$ cat src/rtl/sram_access_arbiter.sv
// -----------------------------------------------------------------------------
// sram_access_arbiter
//
// Purpose:
//   Shares one single-ported external SRAM between the instruction-fetch (IF)
//   and data-memory (MEM) pipeline stages. Each access is sequenced with a
//   fixed wait-state count; read data returns with a one-cycle ready pulse.
//   A combinational freeze stalls all pipeline registers and the PC while any
//   request is outstanding.
//
// Handshake:
//   A requester raises its request (if_req, mem_r_en/mem_w_en) and holds it
//   together with address/data until it sees its one-cycle ready pulse. Read
//   data is valid in the ready cycle and is held afterwards until the next
//   completed read for the same requester. A request dropped mid-access
//   still completes and still pulses ready.
//
// Ports:
//   clk, rst                 rising-edge clock, asynchronous active-low reset
//   if_req/if_addr           fetch request and byte address
//   if_rdata/if_ready        fetched word and completion pulse
//   mem_r_en/mem_w_en        data read / write request (both high = write)
//   mem_addr/mem_wdata       data byte address and store data
//   mem_rdata/mem_ready      load data and completion pulse
//   freeze                   global pipeline stall
//   sram_addr/wdata/rdata    SRAM word address and data buses
//   sram_we_n/sram_oe_n      SRAM write strobe / output enable, active low
//   dbg_state_o              current FSM state (IDLE=0, ACCESS=1, DONE=2)
//
// Configuration:
//   ARB_ROUND_ROBIN_EN  when defined, simultaneous requests are granted to
//                       the requester that was not granted last; otherwise
//                       MEM always wins over IF.
// -----------------------------------------------------------------------------
module sram_access_arbiter #(
  parameter int DATA_W      = 32,
  parameter int ADDR_W      = 32,
  parameter int SRAM_AW     = 17,
  parameter int WAIT_CYCLES = 4
) (
  input  logic               clk,
  input  logic               rst,
  input  logic               if_req,
  input  logic [ADDR_W-1:0]  if_addr,
  output logic [DATA_W-1:0]  if_rdata,
  output logic               if_ready,
  input  logic               mem_r_en,
  input  logic               mem_w_en,
  input  logic [ADDR_W-1:0]  mem_addr,
  input  logic [DATA_W-1:0]  mem_wdata,
  output logic [DATA_W-1:0]  mem_rdata,
  output logic               mem_ready,
  output logic               freeze,
  output logic [SRAM_AW-1:0] sram_addr,
  output logic [DATA_W-1:0]  sram_wdata,
  input  logic [DATA_W-1:0]  sram_rdata,
  output logic               sram_we_n,
  output logic               sram_oe_n,
  output logic [1:0]         dbg_state_o
);

  typedef enum logic [1:0] {
    IDLE   = 2'd0,
    ACCESS = 2'd1,
    DONE   = 2'd2
  } state_t;

  localparam logic [3:0] CNT_LAST = 4'(WAIT_CYCLES - 1);

  state_t              state_q;
  logic [3:0]          cnt_q;
  logic                owner_mem_q;
  logic                write_q;
  logic                if_ready_q;
  logic                mem_ready_q;
  logic [DATA_W-1:0]   if_rdata_q;
  logic [DATA_W-1:0]   mem_rdata_q;
  logic [SRAM_AW-1:0]  sram_addr_q;
  logic [DATA_W-1:0]   sram_wdata_q;
  logic                we_n_q;
  logic                oe_n_q;

  logic                mem_pend;
  logic                any_req;
  logic                grant_mem_d;
  logic                grant_write_d;
  logic [SRAM_AW-1:0]  grant_addr_d;

`ifdef ARB_ROUND_ROBIN_EN
  logic                last_grant_mem_q;
`endif

  // Byte-address bits outside the SRAM word field are intentionally ignored.
  logic unused_addr_bits;
  assign unused_addr_bits = ^{if_addr[ADDR_W-1:SRAM_AW+2], if_addr[1:0],
                              mem_addr[ADDR_W-1:SRAM_AW+2], mem_addr[1:0]};

  // Grant decision, evaluated only when the FSM is in IDLE.
  always_comb begin
    mem_pend      = mem_r_en | mem_w_en;
    any_req       = mem_pend | if_req;
`ifdef ARB_ROUND_ROBIN_EN
    // With both pending, the side that was not served last wins.
    grant_mem_d   = mem_pend & (~if_req | ~last_grant_mem_q);
`else
    grant_mem_d   = mem_pend;
`endif
    grant_write_d = grant_mem_d & mem_w_en;
    grant_addr_d  = grant_mem_d ? mem_addr[SRAM_AW+1:2] : if_addr[SRAM_AW+1:2];
  end

  always_ff @(posedge clk or negedge rst) begin
    if (!rst) begin
      state_q          <= IDLE;
      cnt_q            <= '0;
      owner_mem_q      <= 1'b0;
      write_q          <= 1'b0;
      if_ready_q       <= 1'b0;
      mem_ready_q      <= 1'b0;
      if_rdata_q       <= '0;
      mem_rdata_q      <= '0;
      sram_addr_q      <= '0;
      sram_wdata_q     <= '0;
      we_n_q           <= 1'b1;
      oe_n_q           <= 1'b1;
`ifdef ARB_ROUND_ROBIN_EN
      last_grant_mem_q <= 1'b0;
`endif
    end else begin
      case (state_q)
        IDLE: begin
          if_ready_q  <= 1'b0;
          mem_ready_q <= 1'b0;
          if (any_req) begin
            // Latch everything now so input changes during the access are ignored.
            owner_mem_q <= grant_mem_d;
            write_q     <= grant_write_d;
            sram_addr_q <= grant_addr_d;
            if (grant_mem_d) begin
              sram_wdata_q <= mem_wdata;
            end
            we_n_q  <= ~grant_write_d;
            oe_n_q  <= grant_write_d;
            cnt_q   <= '0;
            state_q <= ACCESS;
`ifdef ARB_ROUND_ROBIN_EN
            last_grant_mem_q <= grant_mem_d;
`endif
          end
        end
        ACCESS: begin
          if (cnt_q == CNT_LAST) begin
            we_n_q <= 1'b1;
            oe_n_q <= 1'b1;
            if (!write_q) begin
              if (owner_mem_q) begin
                mem_rdata_q <= sram_rdata;
              end else begin
                if_rdata_q <= sram_rdata;
              end
            end
            if (owner_mem_q) begin
              mem_ready_q <= 1'b1;
            end else begin
              if_ready_q <= 1'b1;
            end
            cnt_q   <= '0;
            state_q <= DONE;
          end else begin
            cnt_q <= cnt_q + 4'd1;
          end
        end
        DONE: begin
          if_ready_q  <= 1'b0;
          mem_ready_q <= 1'b0;
          state_q     <= IDLE;
        end
        default: begin
          state_q <= IDLE;
        end
      endcase
    end
  end

  assign if_rdata    = if_rdata_q;
  assign if_ready    = if_ready_q;
  assign mem_rdata   = mem_rdata_q;
  assign mem_ready   = mem_ready_q;
  assign sram_addr   = sram_addr_q;
  assign sram_wdata  = sram_wdata_q;
  assign sram_we_n   = we_n_q;
  assign sram_oe_n   = oe_n_q;
  assign dbg_state_o = state_q;

  // The ready pulse releases the stall in the very cycle it is seen.
  assign freeze = (mem_pend & ~mem_ready_q) | (if_req & ~if_ready_q);

endmodule

$ cat config.mk
export PLATFORM = sky130hd
export DESIGN_NAME = sram_access_arbiter
export DESIGN_NICKNAME = d
export VERILOG_FILES = /design/src/rtl/sram_access_arbiter.sv
export SDC_FILE = /design/constraint.sdc
export NUM_CORES = 1
export LEC_CHECK = 0
export CORE_MARGIN = 2
export CORE_UTILIZATION = 36
export CTS_BUF_LIST = sky130_fd_sc_hd__clkbuf_8 sky130_fd_sc_hd__clkbuf_16
export DETAILED_ROUTE_END_ITERATION = 16
export PLACE_DENSITY = 0.76
export RECOVER_POWER = 100
export REMOVE_ABC_BUFFERS = 1
export SLEW_MARGIN = 10
export SYNTH_ARGS = -nofsm -noshare
export SYNTH_HDL_FRONTEND = slang
export SYNTH_SLANG_ARGS = --single-unit
$ cat constraint.sdc
create_clock -name clk -period 1.6 [get_ports clk]
set_input_delay 0.32 -clock clk [delete_from_list [all_inputs] [get_ports clk]]
set_output_delay 0.32 -clock clk [all_outputs]
set_load 0.01 [all_outputs]
==> results.tsv <==
metric	value	unit
Yosys Warn Count	0	
worst min path class	in2reg	
Clock Latency Late Sink	410	ps
Worst-Margin Slew	709	ps
TritonCTS clock tree	done	
Placed Cells	730	
crit start category	register	
fin cells	764	
top-count cell post-synth	dfrtp_1	
dpl cell area	0.00775	mm²
ys async rst share	100	%
starting density of the core	36.7	%
leakage power	3.73	nW
Hold Vio Cnt, Final	0	
Cell Area, Synth	0.00510	mm²
total CTS buffers	17	
dpl ws	-395	ps
#FFs+latches synth	125	
core region area	0.0139	mm²
maximum root-to-sink buffer count	2	
Critical Path AT	1970	ps
DR DRC count	0	
DRT antenna net count	0	
Avg WL per Cell	16.4	µm
Final Core Density	58.5	%
die footprint	0.0151	mm²
largest net degree at the start of global routing	36	
Setup WS post-layout	-78.7	ps
Clock Root Buffer	clkbuf_16	
Comb pwr share	41.4	%
Fmax achieved	596	MHz
Rows	43	
Post-synth top cells	dfrtp_1 (123), mux2_2 (100), mux2_4 (30)	
Yosys cell types	31	
ANT cells	0	
number of global-route vias before repair	3941	
multi-input logic area	0.00186	mm²
final setup violating endpoints	59	
max_cap viols	0	
H-tree levels	4	
layout cells sized above 1	34.6	%
Filler cells	1153	
Initial DRT Pass Iterations	4	
Yosys top cell by area	dfrtp_1	
storage element area	0.00313	mm²
final wirelength	12.6	mm
period utilization	105	%
placer congestion estimate	0.763	
Sum Neg Setup Slack	-1770	ps
mean post-synth cell area	16.3	µm²
Cells after Synth	312	
Synth top area share	60.4	%
Die W	123	µm
final instance area	0.00813	mm²
RSZ-0062 raised after global routing	true	
Clk network pwr share	22.6	%
Max-slew headroom	52.8	%
Worst-path clk slew	60	ps
GRT overflow	0	
sequential area share after synthesis	61.4	%
violated checks	negative setup slack	
max-slew violations	0	
status	finished, violations left	
Layout area overhead	59.4	%
GRT Util Overall	16.9	%
IO Pins	253	
commonest register cell after synthesis	dfrtp_1	
Final min period	1680	ps
synth top area cells	dfrtp_1 (60%), mux2_2 (22%), mux2_4 (8.8%)	
Final nets	706	
Critical Path Fanout Max	24	
number of flops mapped to enable cells by yosys	0	
switching pwr	4.84	mW
DRT iter0 DRCs	63	
IO buf count	222	
total chip power	15.6	mW
Flop pwr share	36.0	%
PwrDens	1910	mW/mm²
VDD IR max	981	µV
dpl hpwl	9.09	mm
Switching Share	31.1	%
Worst EP required	1900	ps
DR vias	3567	
Critical Path End Type	register	
Hold WS	439	ps
initial antenna violation count	0	
skew final	7.33	ps
first-pass GRT wire length	19.4	mm
worst setup path class	reg2reg	
Vias/cell	4.67	
cell-internal power	10.7	mW
die height	123	µm
Clock Sinks	125	
## cells in the final DEF (no fill, tap or decap), types with 3 or more instances in the layout
| cell | count |
|---|---|
| dfrtp_1 | 123 |
| dlygate4sd2_1 | 117 |
| mux2_2 | 100 |
| clkdlybuf4s50_1 | 100 |
| mux2_4 | 30 |
| buf_4 | 18 |
| clkbuf_16 | 17 |
| o21ai_0 | 6 |
| nand2_1 | 6 |
| clkinv_2 | 6 |
| clkinvlp_4 | 5 |
| buf_12 | 4 |
| nor2_1 | 3 |
| nand2b_1 | 3 |
| nand3_1 | 3 |
| clkbuf_2 | 3 |
| clkbuf_1 | 3 |
## flip-flops by register name (all words and copies together) (netlist names), 2 cells and up
signal	cells
cnt_q	4
sram_addr	17
if_rdata	32
sram_wdata	32
dbg_state_o	2
mem_rdata	32
## logic make-up (layout without fill, tap and decap cells)
family	after synthesis	in the layout	synth area share, %
buffers and inverters	16	288	2.21
AND/OR/NAND/NOR	25	25	3.31
adder cells (fa/ha/maj)	1	1	0.245
AO/OA/AOI/OAI	15	15	1.89
flip-flops	125	125	61.4
multiplexers	130	130	30.9
## routing by layer
metal	track usage (%)	vias up	routed length, µm	part of all wire, %
li1	-	1632	-	-
met3	7.52	19	1290	10
met5	0	-	0	0
met2	28.7	166	6220	50
met4	7.10	0	214	1.7
met1	18.3	1750	4830	38
## power groups by stage
| stage | logic, mW | registers (mW) | clock network [mW] |
|---|---|---|---|
| 6_report | 6.45 | 5.60 | 3.51 |
| 2_1_floorplan | 2.54 | 6.36 | 0 |
| 3_5_place_dp | 7.60 | 5.69 | 0 |
| 4_1_cts | 6.60 | 5.62 | 3.61 |
| 3_3_place_gp | 7.45 | 5.60 | 0 |
| 5_1_grt | 6.96 | 5.81 | 3.78 |
## layout make-up
class / count / share of cell area [%]
clock inverter: 12 / 1.20
tap: 180 / 2.77
multi-input combinational: 171 / 22.9
clock buffer: 19 / 5.57
inverter: 3 / 0.139
timing repair buffer: 254 / 28.9
sequential: 125 / 38.5
## timing repair
item	in CTS	in global routing
setup buffers	2	1
gates resized for setup	127	7
hold buffers	1	0
pin swaps	0	2
hold endpoints to repair	21	0
endpoints found under the setup margin	184	77
cloned	0	0
## critical path: stages (launching register included)
cell and delay [ps]:
dfrtp_1 380, ha_2 190, nor3b_4 140, buf_6 130, nand4_4 110, buf_12 230, mux2_2 360
## final timing paths
| kind | startpoint | end | slack [ps] | depth (start not counted) |
|---|---|---|---|---|
| max | cnt_q[0] | mem_rdata[17] | -80 | 6 |
| min | mem_w_en | sram_we_n | 440 | 3 |
| max reg2reg | cnt_q[0] | mem_rdata[17] | -80 | 6 |
| min reg2reg | sram_addr[1] | sram_addr[1] | 500 | 1 |
| max in group asynchronous | rst | sram_wdata[29] | 180 | 3 |
| min in group asynchronous | rst | mem_rdata[7] | 510 | 2 |
Note: power is estimated with default switching activity, not from simulation.
